### src/rtl/pipe_latch_skid_pkg.sv
// Shared definitions for the inter-stage pipeline latches: reset tag and state encoding.
// The state encoding is reused by every stage latch, so keep EMPTY/ONE/TWO fixed at 0/1/2.
package pipe_latch_skid_pkg;

    // Instruction-set tag that a reset or flushed slot carries; it makes a bubble NOP-shaped.
    localparam logic [31:0] ISET_BASE = 32'h0000_0005;

    typedef enum logic [1:0] {
        ST_EMPTY = 2'd0,
        ST_ONE   = 2'd1,
        ST_TWO   = 2'd2
    } pipe_state_t;

    function automatic logic [1:0] state_occupancy(input pipe_state_t s);
        logic [1:0] occ;
        occ = 2'd0;
        case (s)
            ST_ONE:  occ = 2'd1;
            ST_TWO:  occ = 2'd2;
            default: occ = 2'd0;
        endcase
        return occ;
    endfunction

endpackage

### src/rtl/pipe_latch_skid_slot.sv
// pipe_slot: one registered payload (instr, tag, pc); clear beats load, clear/reset give a NOP-shaped bubble.
// Latency 1 cycle from load to q; no handshake of its own, the owning latch decides when to load.
module pipe_slot
    import pipe_latch_skid_pkg::*;
#(
    parameter int INSTR_W = 12,
    parameter int PC_W    = 12,
    parameter int ISET_W  = 4
) (
    input  logic               clk,
    input  logic               rst,
    input  logic               load,
    input  logic               clear,
    input  logic [INSTR_W-1:0] instr_d,
    input  logic [ISET_W-1:0]  iset_d,
    input  logic [PC_W-1:0]    pc_d,
    output logic [INSTR_W-1:0] instr_q,
    output logic [ISET_W-1:0]  iset_q,
    output logic [PC_W-1:0]    pc_q
);

    always_ff @(posedge clk or posedge rst) begin
        if (rst) begin
            instr_q <= '0;
            iset_q  <= ISET_BASE[ISET_W-1:0];
            pc_q    <= '0;
        end else if (clear) begin
            instr_q <= '0;
            iset_q  <= ISET_BASE[ISET_W-1:0];
            pc_q    <= '0;
        end else if (load) begin
            instr_q <= instr_d;
            iset_q  <= iset_d;
            pc_q    <= pc_d;
        end
    end

endmodule

### src/rtl/pipe_latch_skid.sv
// Stage latch with valid/ready and optional two-entry skid; 1-cycle accept-to-out_valid, no bypass.
// Backpressure: SKID=1 in_ready comes from registered state only; SKID=0 in_ready = !out_valid | out_ready.
module pipe_latch_skid
    import pipe_latch_skid_pkg::*;
#(
    parameter int INSTR_W = 12,
    parameter int PC_W    = 12,
    parameter int ISET_W  = 4,
    parameter int SKID    = 1
) (
    input  logic               clk,
    input  logic               rst,
    input  logic               flush,
    input  logic               in_valid,
    output logic               in_ready,
    input  logic [INSTR_W-1:0] instr_in,
    input  logic [ISET_W-1:0]  instr_set_in,
    input  logic [PC_W-1:0]    pc_in,
    output logic               out_valid,
    input  logic               out_ready,
    output logic [INSTR_W-1:0] instr_out,
    output logic [ISET_W-1:0]  instr_set_out,
    output logic [PC_W-1:0]    pc_out,
    output logic [1:0]         occupancy
);

    pipe_state_t state, state_nxt;

    logic accept;
    logic drain;
    logic head_load;
    logic head_from_skid;
    logic skid_load;

    logic [INSTR_W-1:0] skid_instr;
    logic [ISET_W-1:0]  skid_iset;
    logic [PC_W-1:0]    skid_pc;

    logic [INSTR_W-1:0] head_instr_d;
    logic [ISET_W-1:0]  head_iset_d;
    logic [PC_W-1:0]    head_pc_d;

    assign out_valid = (state != ST_EMPTY);
    assign occupancy = state_occupancy(state);

    generate
        if (SKID != 0) begin : g_ready_reg
            assign in_ready = (state != ST_TWO);
        end else begin : g_ready_comb
            assign in_ready = !out_valid | out_ready;
        end
    endgenerate

    assign accept = in_valid & in_ready;
    assign drain  = out_valid & out_ready;

    always_ff @(posedge clk or posedge rst) begin
        if (rst) begin
            state <= ST_EMPTY;
        end else begin
            state <= state_nxt;
        end
    end

    always_comb begin
        state_nxt      = state;
        head_load      = 1'b0;
        head_from_skid = 1'b0;
        skid_load      = 1'b0;
        if (flush) begin
            state_nxt = ST_EMPTY;
        end else begin
            case (state)
                ST_EMPTY: begin
                    if (accept) begin
                        state_nxt = ST_ONE;
                        head_load = 1'b1;
                    end
                end
                ST_ONE: begin
                    if (accept && drain) begin
                        head_load = 1'b1;
                    end else if (accept) begin
                        // Only reachable with a skid slot; without one, accept implies drain here.
                        if (SKID != 0) begin
                            state_nxt = ST_TWO;
                            skid_load = 1'b1;
                        end else begin
                            head_load = 1'b1;
                        end
                    end else if (drain) begin
                        state_nxt = ST_EMPTY;
                    end
                end
                ST_TWO: begin
                    if (drain) begin
                        state_nxt      = ST_ONE;
                        head_load      = 1'b1;
                        head_from_skid = 1'b1;
                    end
                end
                default: state_nxt = ST_EMPTY;
            endcase
        end
    end

    always_comb begin
        head_instr_d = instr_in;
        head_iset_d  = instr_set_in;
        head_pc_d    = pc_in;
        if (head_from_skid) begin
            head_instr_d = skid_instr;
            head_iset_d  = skid_iset;
            head_pc_d    = skid_pc;
        end
    end

    pipe_slot #(
        .INSTR_W (INSTR_W),
        .PC_W    (PC_W),
        .ISET_W  (ISET_W)
    ) u_head (
        .clk     (clk),
        .rst     (rst),
        .load    (head_load),
        .clear   (flush),
        .instr_d (head_instr_d),
        .iset_d  (head_iset_d),
        .pc_d    (head_pc_d),
        .instr_q (instr_out),
        .iset_q  (instr_set_out),
        .pc_q    (pc_out)
    );

    generate
        if (SKID != 0) begin : g_skid
            pipe_slot #(
                .INSTR_W (INSTR_W),
                .PC_W    (PC_W),
                .ISET_W  (ISET_W)
            ) u_skid (
                .clk     (clk),
                .rst     (rst),
                .load    (skid_load),
                .clear   (flush),
                .instr_d (instr_in),
                .iset_d  (instr_set_in),
                .pc_d    (pc_in),
                .instr_q (skid_instr),
                .iset_q  (skid_iset),
                .pc_q    (skid_pc)
            );
        end else begin : g_no_skid
            assign skid_instr = '0;
            assign skid_iset  = '0;
            assign skid_pc    = '0;
        end
    endgenerate

    a_state_legal: assert property (@(posedge clk) disable iff (rst) state != 2'd3);

    // A stalled head must not move or disappear unless flushed.
    a_hold_stable: assert property (@(posedge clk) disable iff (rst)
        (out_valid && !out_ready && !flush) |=>
            (out_valid && $stable({instr_out, instr_set_out, pc_out})));

endmodule

### config.mk
export PLATFORM = sky130hd
export DESIGN_NAME = pipe_latch_skid
export DESIGN_NICKNAME = d
export VERILOG_FILES = /design/src/rtl/pipe_latch_skid_pkg.sv /design/src/rtl/pipe_latch_skid_slot.sv /design/src/rtl/pipe_latch_skid.sv
export SDC_FILE = /design/constraint.sdc
export NUM_CORES = 1
export LEC_CHECK = 0
export CORE_MARGIN = 3
export CORE_UTILIZATION = 49
export DETAILED_ROUTE_END_ITERATION = 8
export HOLD_SLACK_MARGIN = 0.15
export PLACE_DENSITY = 0.77
export SYNTH_ARGS = -nofsm -noshare
export SYNTH_HDL_FRONTEND = slang
export SYNTH_SLANG_ARGS = --single-unit
### constraint.sdc
create_clock -name clk -period 2.25 [get_ports clk]
set_input_delay 0.3375 -clock clk [delete_from_list [all_inputs] [get_ports clk]]
set_output_delay 0.3375 -clock clk [all_outputs]
set_load 0.02 [all_outputs]
* Word-level counts from Yosys, hierarchy flattened
Cells that the tools add are included.
Widths: inputs -> output; s select.
** Storage, ports and cells
- Bits in registers :: 58
- Output and inout bits :: 32
- Logic and storage cells :: 55
** Operators by class
- Reductions and logical operators :: 6
- Mux-type cells :: 33
- Equality and inequality tests :: 7
- Bitwise operators :: 2
** Operators by type and width (number)
- $mux 12 :: 10
- $mux 4 :: 5
- $mux 2 :: 6
- $mux 1 :: 9
- $ne 3x3->1 const B :: 3
- $pmux 2 s3 :: 1
- $reduce_bool 2->1 :: 3
- $ne 4x4->1 const B :: 1
- $pmux 2 s2 :: 1
- $reduce_and 4->1 :: 1
- $pmux 1 s3 :: 1
- $and 1x1->1 :: 2
- $eq 2x1->1 const B :: 1
- $eq 2x2->1 const B :: 1
- $logic_not 2->1 :: 1
- $ne 2x2->1 const B :: 1
- $logic_and 1x1->1 :: 1

* Longest topological paths before layout
Gate-level depths: netlist of run 1.
- Depth in word-level cells :: 8
- Depth in mapped cells :: 6
- Mapped depth without buffers :: 3

* Cells and area by module
From an unflattened synthesis of run 1, not the netlist that was laid out.
** Second synthesis, totals
- Cell total of the unflattened synthesis :: 232
- Area, all modules :: 2935.3 um^2
** By module, submodules not included
- pipe_slot :: area an instance 1166.1 um^2, cells each 91, sequential area each 703.2 um^2, instances 2
- pipe_latch_skid :: area an instance 603.1 um^2, cells each 50, sequential area each 50.0 um^2, instances 1

* Worst setup path after synthesis of run 1
No wires, ideal clock.
- Path type :: register to register
- From :: register state[1]
- To :: register u_head.iset_q[0]
- Data arrival time :: 1560 ps
- Path slack :: 608 ps
- Setup time :: 82 ps
- Period minus slack after synthesis :: 1642 ps
- Buffers on the path :: 0
- Cell stages (with the launch flop) :: 4
- Cells stage by stage :: dfrtp_1 -> mux2_4 -> a221oi_4 -> mux2_2
** Between the ends
- Longest elaborated chain between the ends :: 8
- Elaborated cells between the ends (all ways) :: 19
- Those cells by class :: 3 x eq/ne; 10 x mux; 2 x bitwise; 4 x reduce/logical
** RTL lines
- from (decl) :: RTL line pipe_latch_skid.sv:27 : pipe_state_t state, state_nxt;
- from (signal assigned) :: RTL line pipe_latch_skid.sv:61 : state <= state_nxt;
- $reduce_bool 2->1 :: RTL line pipe_latch_skid.sv:43 : assign out_valid = (state != ST_EMPTY);
- $and 1x1->1 :: RTL line pipe_latch_skid.sv:55 : assign drain = out_valid & out_ready;
- $mux 1 :: RTL line pipe_latch_skid.sv:96 : if (drain) begin
- $mux 1 :: RTL line pipe_latch_skid.sv:73 : case (state)
- $mux 1 :: RTL line pipe_latch_skid.sv:70 : if (flush) begin
- $mux 4 :: RTL line pipe_latch_skid.sv:111 : if (head_from_skid) begin
- $mux 4 :: RTL line pipe_latch_skid_slot.sv:31 : end else if (load) begin
- $mux 4 :: RTL line pipe_latch_skid_slot.sv:27 : end else if (clear) begin
- to (signal assigned) :: RTL line pipe_latch_skid_slot.sv:25 : iset_q <= ISET_BASE[ISET_W-1:0];
- to (signal assigned) :: RTL line pipe_latch_skid_slot.sv:29 : iset_q <= ISET_BASE[ISET_W-1:0];
- to (signal assigned) :: RTL line pipe_latch_skid_slot.sv:33 : iset_q <= iset_d;
- to (decl) :: RTL line pipe_latch_skid_slot.sv:18 : output logic [ISET_W-1:0] iset_q,
Several ways; a longest one is shown, not always the timed one. The select of a mux whose other input is x is not followed.
A chain may end at the register's enable or synchronous reset.

* Final worst setup path of run 1
- From :: register state[1]
- To :: output port occupancy[1]
** Between the ends
- Longest elaborated chain between the ends :: 2
- Elaborated cells between the ends (all ways) :: 3
- Those cells by class :: 2 x eq/ne; 1 x mux
** RTL lines
- $eq 2x2->1 / $eq 2x1->1 (equally long branches) :: RTL line pipe_latch_skid_pkg.sv:17 : case (s)
- $pmux 2 s2 * :: RTL line pipe_latch_skid_pkg.sv:17
- to (decl) :: RTL line pipe_latch_skid.sv:24 : output logic [1:0] occupancy
Mark *: on every way between the ends. The rest lies on a longest branch, timed or not.

==> flow_summary.json, run 1 <==
{
  "status": "finished clean",
  "cts_tree": "yes",
  "critPathLaunchType": "flip-flop",
  "cts.repair.resized": 0,
  "crit_required_ns": 1.91,
  "drv_slew": 0,
  "p_leak_nw": 1.454,
  "dp_hpwl_um": 4106,
  "grt_pass1_vias": 2061,
  "nets": 345,
  "io_pins": 65,
  "synth_common_cells": "nand2_1 (56), dfrtp_1 (54), a21oi_1 (28), mux2i_1 (28), o2bb2ai_1 (26)",
  "switchingPower_mw": 0.6556,
  "dp_slack_ns": 0.2939,
  "num_vias": 2064,
  "synthCells": 240,
  "drive_gt1_share_pct": 13.56,
  "ys_warn_count": 0,
  "cts_inserted_buffers": 9,
  "period_share_pct": 90.73,
  "antenna_found_initial": 0,
  "arrival_ns": 1.70,
  "cap_viol_max_count": 0,
  "switching_share_pct": 25.36,
  "synth_area_mm2": 0.002628,
  "crit_fanout": 9,
  "final.setup.worst_slack_ns": 0.2087,
  "synthFlopType": "dfrtp_1",
  "hold_violations": 0,
  "clock.fmax_mhz": 489.9,
  "p_comb_share_pct": 16.0,
  "h-tree-depth": 3,
  "port_buffers": 64,
  "yosysSeqAreaShare_pct": 55.43,
  "rsz0062_at_grt": "false",
  "vias_per_cell": 5.333,
  "grt-ovfl-total": 0,
  "pwr-share-seq_pct": 44.2,
  "die_y_um": 79.23,
  "clk_pin_slew_ns": 0.07,
  "wire_per_inst_um": 15.97,
  "powerDensity_mw_per_mm2": 718.2,
  "cp-startpoint": "state[1]",
  "gp_congestion": 0.7781,
  "drt-total-wl_um": 6179,
  "clk_path_buf_depth": 2,
  "synth_top_area_share_pct": 51.43,
  "synth_area_leaders": "dfrtp_1 (51%), mux2i_1 (11%), o2bb2ai_1 (8.7%)",
  "ys_seq_elements": 58,
  "rows": 26,
  "groute.usage.overall_pct": 21.40,
  "synth-edff-count": 0,
  "clk_latency_ns": 0.34,
  "slew-limit-headroom_pct": 75.08,
  "synth_most_common_cell": "nand2_1",
  "intPower_mw": 1.930,
  "setup_viol": 0,
  "cts_root_buffer": "clkbuf_8",
  "synthArstFlopShare_pct": 100.0,
  "die_w_um": 79.23,
  "core_area_mm2": 0.005140,
  "drc": 0,
  "worst_slew_pin_slew_ns": 0.3731,
  "syn_nets": 273,
  "final_core_util_pct": 70.03,
  "clock_sinks": 58,
  "initial_core_util_pct": 51.12,
  "clock_skew_ns": 0.004676,
  "synth_cell_types": 23,
  "r2r-start": "state[1]",
  "area_growth_pct": 37.00,
  "min_path_type": "input pin to asynchronous set/reset pin",
  "syn_area_per_cell_um2": 10.95,
  "cts_setup_buffers": 0,
  "hold_buffers": 0,
  "dr.first_iter.drc_count": 103,
  "synth_top_cell_by_area": "dfrtp_1",
  "path_class": "flip-flop to primary output",
  "irDropWorstVdd_uv": 391.7,
  "period_needed_ns": 2.041,
  "grt_max_degree": 59,
  "worst_setup_path_end_kind": "primary output",
  "holdWs_ns": 0.3526,
  "p_clk_share_pct": 39.8,
  "grt_pass1_wl_um": 10160,
  "postRouteAntennaNets": 0,
  "totalNegativeSetupSlack_ns": 0,
  "dr.pass1.iters": 4,
  "antennaDiodeCount": 0,
  "die_area_mm2": 0.006277
}
cell type report:
| class | count | area [um^2] |
|---|---|---|
| fill | 427 | 1540 |
| sequential | 58 | 1456 |
| multi-input combinational | 158 | 1045 |
| timing repair buffer | 79 | 778.2 |
| clock buffer | 11 | 131.4 |
| tap | 70 | 87.58 |
| clock inverter | 5 | 78.83 |
| inverter | 6 | 22.52 |
layer usage:
layer / wire (um) / GRT usage (%) / vias to the layer above / part of all wire, %
met5: 0 / 0 / - / 0
met4: 128 / 8.763 / 0 / 2.1
met3: 374 / 6.122 / 13 / 6.1
met2: 2929 / 33.75 / 67 / 47
met1: 2747 / 27.73 / 1004 / 44
li1: - / - / 980 / -
registers in the layout, indices dropped and copies added, names as in the netlist:
register / count
g_skid.u_skid.instr_q: 12
g_skid.u_skid.iset_q: 4
g_skid.u_skid.pc_q: 12
state: 2
u_head.instr_q: 12
u_head.iset_q: 4
u_head.pc_q: 12
kinds of logic (layout without fill, tap and decap cells):
logic type	count (synthesis)	in the layout	synth area share (%)
DFF	58	58	55.43
muxes	31	31	12.10
and+or+nand+nor	68	68	11.19
buffers and inverters	24	101	4.809
AOI/OAI and AO/OA	59	59	16.48
layout by cell type, fill, tap and decap left out, types with 4 or more instances in the layout:
cell,n
o2bb2ai_1,26
buf_4,13
nand2_1,56
a21oi_1,28
mux2i_1,28
dfrtp_1,54
nor2_1,4
clkdlybuf4s50_1,64
dfstp_2,4
inv_1,5
clkbuf_8,9
path summary, 6_finish.rpt:
| kind | slack, ns | to | depth (start not counted) |
|---|---|---|---|
| worst min register to register | 0.49 | u_head.pc_q[11] | 1 |
| max in group asynchronous | 1.58 | u_head.iset_q[0] | 3 |
| min in group clk | 0.49 | u_head.pc_q[11] | 1 |
| worst max register to register | 0.61 | u_head.iset_q[3] | 4 |
| worst max-delay path | 0.21 | occupancy[1] | 2 |
| worst min-delay path | 0.35 | u_head.instr_q[7] | 3 |
worst max-delay path, cell delays in order, from the launching register on:
cell	delay (ns)
dfrtp_1	0.49
nor2b_1	0.25
clkdlybuf4s50_1	0.63
through the flow:
step           cell area [um^2]  std cells  total power, mW
5_1_grt                    3600        387            2.693
3_3_place_gp               3390        371            1.569
3_5_place_dp               3390        371            1.576
4_1_cts                    3600        387            2.602
2_1_floorplan              2628        240            1.358
6_report                   3600        387            2.585
power by group through the flow:
| stage | Sequential [mW] | Clock (mW) | Combinational (mW) |
|---|---|---|---|
| after global placement | 1.16 | 0 | 0.410 |
| after global routing | 1.15 | 1.10 | 0.446 |
| after floorplan | 1.21 | 0 | 0.152 |
| after CTS | 1.14 | 1.04 | 0.418 |
| final | 1.14 | 1.03 | 0.413 |
| after detailed placement | 1.16 | 0 | 0.417 |
No activity file was read; power rests on OpenSTA's default activity.
==> run 2, diff against run 1 <==
--- a/config.mk
+++ b/config.mk
@@ -8,6 +8,7 @@
 export CORE_MARGIN = 3
 export CORE_UTILIZATION = 49
 export DETAILED_ROUTE_END_ITERATION = 8
+export GPL_ROUTABILITY_DRIVEN = 1
 export HOLD_SLACK_MARGIN = 0.15
 export PLACE_DENSITY = 0.77
 export SYNTH_ARGS = -nofsm -noshare
==> results of run 2 <==
Final layout, timing and power as in run 1 (identical DEF).
==> run 3, diff against run 2 <==
--- a/config.mk
+++ b/config.mk
@@ -5,6 +5,7 @@
 export SDC_FILE = /design/constraint.sdc
 export NUM_CORES = 1
 export LEC_CHECK = 0
+export ABC_CLOCK_PERIOD_IN_PS = 2250
 export CORE_MARGIN = 3
 export CORE_UTILIZATION = 49
 export DETAILED_ROUTE_END_ITERATION = 8
==> results of run 3 <==
Final layout, timing and power as in run 1 (identical DEF).
